File: config.mk
export PLATFORM = sky130hd
export DESIGN_NAME = point_bitmap_collector
export DESIGN_NICKNAME = d
export VERILOG_FILES = /design/src/rtl/point_bitmap_collector.sv
export SDC_FILE = /design/constraint.sdc
export NUM_CORES = 1
export LEC_CHECK = 0
export CORE_ASPECT_RATIO = 1.4
export CORE_MARGIN = 2
export CORE_UTILIZATION = 62
export CTS_CLUSTER_SIZE = 25
export DETAILED_ROUTE_END_ITERATION = 10
export GPL_ROUTABILITY_DRIVEN = 0
export PLACE_DENSITY = 0.85
export SYNTH_ARGS = -nofsm -noshare
export SYNTH_HDL_FRONTEND = slang
export SYNTH_SLANG_ARGS = --single-unit
export TNS_END_PERCENT = 20
File: constraint.sdc
create_clock -name clk -period 4.5 [get_ports clk]
set_input_delay 0.9 -clock clk [delete_from_list [all_inputs] [get_ports clk]]
set_output_delay 0.9 -clock clk [all_outputs]
set_load 0.05 [all_outputs]
File: src/rtl/point_bitmap_collector.sv
// Collects 3-bit (x, y) points of one frame into an 8x8 bitmap, counts distinct
// and repeated points, then streams the bitmap out row by row over valid/ready.
module point_bitmap_collector #(
    parameter logic CLEAR_AFTER_DUMP = 1'b1
) (
    input  logic       clk,
    input  logic       reset,
    input  logic       po_in,
    input  logic [2:0] xi,
    input  logic [2:0] yi,
    input  logic       frame_done,
    input  logic       row_ready,
    output logic       row_valid,
    output logic [7:0] row_data,
    output logic [2:0] row_idx,
    output logic [6:0] point_count,
    output logic [6:0] dup_count,
    output logic       dump_busy,
    output logic       frame_ack,
    output logic       drop_err,
    output logic [1:0] o_dbg_state
);

    // Row handshake: a row moves when row_valid and row_ready are both high at a
    // rising clk edge; row_idx/row_data hold still while row_ready is low.
    typedef enum logic [1:0] {
        IDLE    = 2'd0,
        COLLECT = 2'd1,
        DUMP    = 2'd2,
        ACK     = 2'd3
    } state_t;

    state_t      r_state;
    logic [63:0] r_bitmap;
    logic        r_row_valid;
    logic [2:0]  r_row_idx;
    logic [6:0]  r_point_count;
    logic [6:0]  r_dup_count;
    logic        r_dump_busy;
    logic        r_frame_ack;
    logic        r_drop_err;

    logic [5:0]  w_bit_idx;
    logic        w_record;
    logic        w_start_dump;

    assign w_bit_idx    = {yi, xi};
    assign w_record     = po_in && ((r_state == IDLE) || (r_state == COLLECT));
    assign w_start_dump = frame_done && ((r_state == IDLE) || (r_state == COLLECT));

    always_ff @(posedge clk) begin
        if (reset) begin
            r_state       <= IDLE;
            r_bitmap      <= '0;
            r_row_valid   <= 1'b0;
            r_row_idx     <= '0;
            r_point_count <= '0;
            r_dup_count   <= '0;
            r_dump_busy   <= 1'b0;
            r_frame_ack   <= 1'b0;
            r_drop_err    <= 1'b0;
        end else begin
            // A point is committed before any dump starting on the same edge.
            if (w_record) begin
                if (r_bitmap[w_bit_idx]) begin
                    if (r_dup_count != 7'd127)
                        r_dup_count <= r_dup_count + 7'd1;
                end else begin
                    r_bitmap[w_bit_idx] <= 1'b1;
                    r_point_count       <= r_point_count + 7'd1;
                end
            end

            case (r_state)
                IDLE, COLLECT: begin
                    if (w_start_dump) begin
                        r_state     <= DUMP;
                        r_row_valid <= 1'b1;
                        r_row_idx   <= '0;
                        r_dump_busy <= 1'b1;
                    end else if (po_in) begin
                        r_state <= COLLECT;
                    end
                end
                DUMP: begin
                    if (po_in)
                        r_drop_err <= 1'b1;
                    if (row_ready) begin
                        if (r_row_idx == 3'd7) begin
                            r_state     <= ACK;
                            r_row_valid <= 1'b0;
                            r_row_idx   <= '0;
                            r_frame_ack <= 1'b1;
                        end else begin
                            r_row_idx <= r_row_idx + 3'd1;
                        end
                    end
                end
                ACK: begin
                    if (po_in)
                        r_drop_err <= 1'b1;
                    r_state     <= IDLE;
                    r_frame_ack <= 1'b0;
                    r_dump_busy <= 1'b0;
                    if (CLEAR_AFTER_DUMP) begin
                        r_bitmap      <= '0;
                        r_point_count <= '0;
                        r_dup_count   <= '0;
                    end
                end
                default: begin
                    r_state <= IDLE;
                end
            endcase
        end
    end

    // Row data is forced to zero outside a dump so idle outputs read as zero.
    assign row_data    = r_row_valid ? r_bitmap[{r_row_idx, 3'b000} +: 8] : 8'h00;
    assign row_valid   = r_row_valid;
    assign row_idx     = r_row_idx;
    assign point_count = r_point_count;
    assign dup_count   = r_dup_count;
    assign dump_busy   = r_dump_busy;
    assign frame_ack   = r_frame_ack;
    assign drop_err    = r_drop_err;
    assign o_dbg_state = r_state;

endmodule

==> flow_summary.json, run 1 <==
{
  "outcome": "complete, no violations",
  "min_period_ns": 3.72,
  "cp-end-kind": "output pin",
  "fin_hold_ws_ns": 0.488,
  "ys_ff_latch": 87,
  "ios": 42,
  "p_comb_share_pct": 11.9,
  "first_pass_iters": 5,
  "cp.arrival_ns": 2.82,
  "synth.most_common_cell": "nor2_1",
  "p_total_mw": 1.54,
  "start_util_pct": 64.5,
  "yosys.area.top_type": "dfxtp_1",
  "row_count": 36,
  "async_flop_share_pct": 0,
  "ys_top_cells_by_count": "nor2_1 (88), dfxtp_1 (87), mux2i_1 (48)",
  "grt_pass1_vias": 3783,
  "clock_sinks": 87,
  "diodes": 0,
  "crit_chain": "mux4_2 -> mux2i_1 -> nor2b_1 -> clkdlybuf4s50_1",
  "crit_path_start_kind": "register",
  "power_density_nw_per_um2": 299,
  "final_layout_size_suffix_gt1_share_pct": 10.1,
  "wirelength_um": 11200,
  "total_switching_power_uw": 396,
  "p_leak_nw": 1.82,
  "antenna_found_initial": 0,
  "overflow": 0,
  "multi_input_area_um2": 2590,
  "core_um2": 6980,
  "cp.required_ns": 3.60,
  "relSlewSlack_pct": 17.3,
  "cp_max_fo": 19,
  "seqCellArea_um2": 1740,
  "place_inst": 593,
  "critPathMaxStageDelay_ns": 0.91,
  "clk_path_buf_depth": 2,
  "die_x_um": 76.0,
  "synth_top_area_share_pct": 38.7,
  "port_buffers": 41,
  "synth_area_leaders": "dfxtp_1 (39%), mux2i_1 (11%), mux4_2 (10%)",
  "switching_share_pct": 25.8,
  "drcViolationCount": 0,
  "final_nets": 524,
  "path_delay_family": "flip-flops",
  "area_growth_pct": 14.2,
  "synth_cell_types": 44,
  "post_cts_buffers": 0,
  "detail-route-antenna-nets": 0,
  "crit_slowest_cell": "dfxtp_1",
  "synth_warnings": 0,
  "num-fill-cells": 521,
  "finalHoldViolations": 0,
  "setup_violations": 0,
  "cp_num_buf_inv": 1,
  "finClkSkew_ns": 0.00534,
  "max_freq_mhz": 268,
  "rsz0062_at_grt": "no",
  "sequentialPowerShare_pct": 51.4,
  "cts_made_buffers": 9,
  "cts_tree": "done",
  "cts_hold_buffers": 0,
  "fp.dieArea_um2": 7970,
  "worstMarginPinSlew_ns": 1.23,
  "irDropWorstVdd_uv": 210,
  "hpwl_um": 7660,
  "synth_ff_type": "dfxtp_1",
  "synth_seq_area_share_pct": 38.7,
  "syn_inst": 486,
  "holdCritPathClass": "reg2reg",
  "path_class": "reg2out",
  "grt_max_degree": 48,
  "wl_per_cell_um": 18.3,
  "slew_violations": 0,
  "synth-edff-count": 0,
  "fin_crit_sh_pct": 82.8,
  "die_height_um": 105,
  "p_int_mw": 1.14,
  "cts-root-buf": "clkbuf_8",
  "clk_pin_slew_ns": 0.08,
  "grt_usage_pct": 29.3,
  "num_vias": 3919,
  "pwr-share-clk_pct": 36.8,
  "grt_pass1_wl_um": 18600,
  "fin_tns_setup_ns": 0,
  "htree_levels": 3,
  "maxCapViolCount": 0,
  "synth_area_um2": 4500,
  "viasPerCell": 6.44,
  "final_cells": 609,
  "cts_resized": 0,
  "first_iter_violations": 314,
  "post-route-util_pct": 73.6,
  "syn-num-nets": 501,
  "insertion_delay_ns": 0.37,
  "synth_area_per_cell_um2": 9.26
}
==> registers in the layout, indices dropped and copies added, names as in the netlist <==
| signal | count |
|---|---|
| r_bitmap | 64 |
| dup_count | 7 |
| point_count | 7 |
| row_idx | 3 |
| o_dbg_state | 2 |
| drop_err | 1 |
| dump_busy | 1 |
| frame_ack | 1 |
| row_valid | 1 |
==> power groups by stage <==
stage | Clock (mW) | Sequential [mW] | Combinational [mW]
floorplan | 0 | 0.822 | 0.114
global placement | 0 | 0.807 | 0.175
detailed placement | 0 | 0.808 | 0.179
CTS | 0.572 | 0.790 | 0.181
global route | 0.603 | 0.792 | 0.198
finish | 0.565 | 0.790 | 0.183
==> worst reg2reg max path: cells and delay by family, from the launching register on <==
kind	cells	cell delay (ns)
compound gates	2	0.92
mux	3	0.80
simple gates	1	0.30
flops	1	0.38
==> cell families (layout without fill, tap and decap cells) <==
logic type	Yosys count	after routing	synth area share [%]
muxes	68	68	20.7
AOI/OAI and AO/OA	111	111	17.1
DFF	87	87	38.7
and+or+nand+nor	174	174	18.1
buffers and inverters	42	70	4.34
adders and majority gates	4	4	1.11
==> layer usage <==
layer / routed length [um] / vias to the layer above / track usage (%)
li1: - / 1814 / -
met1: 4290 / 1895 / 33.8
met2: 5740 / 171 / 49.4
met3: 702 / 39 / 6.48
met4: 422 / 0 / 17.7
met5: 0 / - / 0
==> stage by stage <==
step	worst slack, ns	cell area, um2
3_3_place_gp	0.828	4930
5_1_grt	0.673	5140
2_1_floorplan	0.846	4500
4_1_cts	0.760	5140
6_report	0.775	5140
3_5_place_dp	0.696	4930
==> cell usage in the layout, fill, tap and decap left out, types with 3 or more instances in the layout <==
cell type	instances
nand2_1	25
ha_1	4
nor3_1	3
mux4_2	20
a22oi_1	4
inv_1	6
nor2b_1	14
buf_4	7
nand4_1	8
nand2b_1	10
nor2_1	88
clkdlybuf4s50_1	40
dfxtp_1	87
clkbuf_8	12
mux2i_1	48
a31oi_1	35
and2_1	3
a211oi_1	3
and3_1	7
a21oi_1	17
o211ai_1	4
o21a_1	33
nand3_1	4
nand3b_1	3
==> worst paths after layout <==
path              slack, ns  cells past startpoint          from           end
hold reg to reg        0.49                      2      drop_err      drop_err
setup / recovery       0.78                      4    row_idx[1]   row_data[5]
hold / removal         0.49                      2      drop_err      drop_err
setup reg to reg       2.02                      6  r_bitmap[59]  dup_count[5]
==> area by class of cell <==
cell class,instances,share of cell area [%]
timing repair buffer,48,8.91
clock buffer,13,3.29
multi-input combinational,357,50.4
tap,95,2.31
sequential,87,33.9
inverter,6,0.438
clock inverter,3,0.779
(Power assumes the default switching activity.)
==> run 2, diff against run 1 <==
--- a/config.mk
+++ b/config.mk
@@ -7,11 +7,11 @@
 export LEC_CHECK = 0
 export CORE_ASPECT_RATIO = 1.4
 export CORE_MARGIN = 2
-export CORE_UTILIZATION = 62
+export CORE_UTILIZATION = 52
 export CTS_CLUSTER_SIZE = 25
 export DETAILED_ROUTE_END_ITERATION = 10
 export GPL_ROUTABILITY_DRIVEN = 0
-export PLACE_DENSITY = 0.85
+export PLACE_DENSITY = 0.76
 export SYNTH_ARGS = -nofsm -noshare
 export SYNTH_HDL_FRONTEND = slang
 export SYNTH_SLANG_ARGS = --single-unit
==> constraint.sdc (replaced) <==
create_clock -name clk -period 3.37 [get_ports clk]
set_input_delay 0.674 -clock clk [delete_from_list [all_inputs] [get_ports clk]]
set_output_delay 0.674 -clock clk [all_outputs]
set_load 0.05 [all_outputs]
==> flow_summary.json, run 2 (synthesis gave the netlist of run 1 again) <==
{
  "outcome": "complete, no violations",
  "cts_made_buffers": 9,
  "ios": 42,
  "postLayoutCellArea_um2": 5360,
  "cts-root-buf": "clkbuf_16",
  "post-place-ws_ns": 0.00580,
  "area_growth_pct": 19.1,
  "worstMarginPinSlew_ns": 0.620,
  "layout_commonest_cell": "nor2_1",
  "p_total_mw": 2.42,
  "antenna_found_initial": 0,
  "first_iter_violations": 359,
  "clock_sinks": 87,
  "power_density_nw_per_um2": 451,
  "cts_hold_buffers": 0,
  "cts_tree": "done",
  "min_period_ns": 3.03,
  "die_height_um": 114,
  "largest_reg_flops": 64,
  "relSlewSlack_pct": 58.5,
  "cp_max_fo": 7,
  "post-route-util_pct": 63.0,
  "rsz0062_at_grt": "no",
  "seqCellArea_um2": 1740,
  "final_nets": 537,
  "cpMostUsedCell": "buf_4",
  "largest_register": "r_bitmap",
  "grt_pass1_wl_um": 19100,
  "htree_levels": 3,
  "final_layout_size_suffix_gt1_share_pct": 13.7,
  "num_vias": 3924,
  "fin_hold_ws_ns": 0.490,
  "grt_max_degree": 48,
  "setup_violations": 0,
  "fp.dieArea_um2": 9430,
  "cp.arrival_ns": 3.30,
  "clk_pin_slew_ns": 0.06,
  "slew_violations": 0,
  "core_um2": 8510,
  "final_cell_mix": "nor2_1 (88), dfxtp_1 (87), mux2i_1 (48)",
  "crit_chain": "clkdlybuf4s50_1 -> buf_4 -> nor2b_1 -> a22oi_1 -> and3_1 -> o41a_1 -> buf_4 -> o211ai_1 -> mux2i_1",
  "fin_crit_sh_pct": 90.0,
  "row_count": 40,
  "crit_path_start_kind": "input port",
  "finalHoldViolations": 0,
  "viasPerCell": 6.22,
  "max_freq_mhz": 330,
  "p_leak_nw": 1.96,
  "setup_ws_ns": 0.336,
  "finClkSkew_ns": 0.00277,
  "grt_usage_pct": 26.8,
  "fin_tns_setup_ns": 0,
  "multi_input_area_um2": 2590,
  "num-fill-cells": 745,
  "final_cells": 631,
  "cts_resized": 0,
  "holdCritPathClass": "reg2reg",
  "first_pass_iters": 5,
  "irDropWorstVdd_uv": 278,
  "dpl_cell_area_um2": 5040,
  "cp.required_ns": 3.64,
  "maxCapViolCount": 0,
  "place_inst": 616,
  "cp-end-kind": "register",
  "port_buffers": 41,
  "wirelength_um": 11700,
  "wl_per_cell_um": 18.6,
  "drcViolationCount": 0,
  "path_class": "in2reg",
  "clk_path_buf_depth": 2,
  "overflow": 0,
  "diodes": 0,
  "grt_pass1_vias": 3948,
  "die_x_um": 82.6,
  "critPathMaxStageDelay_ns": 0.70,
  "crit_slowest_cell": "clkdlybuf4s50_1",
  "start_util_pct": 52.9,
  "insertion_delay_ns": 0.34,
  "detail-route-antenna-nets": 0,
  "post_cts_buffers": 0,
  "hpwl_um": 8200
}
==> run 2: final timing paths <==
path / from / endpoint / slack (ns) / cells after the start
hold / removal: frame_ack / frame_ack / 0.49 / 2
setup / recovery: xi[0] / dup_count[2] / 0.34 / 9
hold reg to reg: frame_ack / frame_ack / 0.49 / 2
setup reg to reg: r_bitmap[40] / dup_count[0] / 1.15 / 8
==> run 2: layout make-up <==
cell class              count  share of cell area (%)
multi-input cells         357                    48.3
flip-flops and latches     87                    32.5
repair buffers             61                    10.2
clock buffers              11                    4.34
well taps                 105                    2.45
clock inverters             4                    1.77
inverters                   6                   0.420
==> run 2: worst max-delay path: cells and delay by family <==
kind | cells | cell delay [ns]
buffers and inverters | 3 | 1.08
AOI/OAI and AO/OA | 3 | 0.82
and+or+nand+nor | 2 | 0.51
muxes | 1 | 0.21
==> run 2: power breakdown <==
part / switching, mW / internal (mW)
Sequential: 0.0157 / 1.04
Combinational: 0.164 / 0.0945
Clock: 0.383 / 0.719
Total: 0.563 / 1.85
==> run 2: routing by layer <==
layer	track usage, %	share of wire, %
met5	0	0
met4	14.8	2.9
met3	4.89	5.0
met2	45.5	53
met1	31.2	39
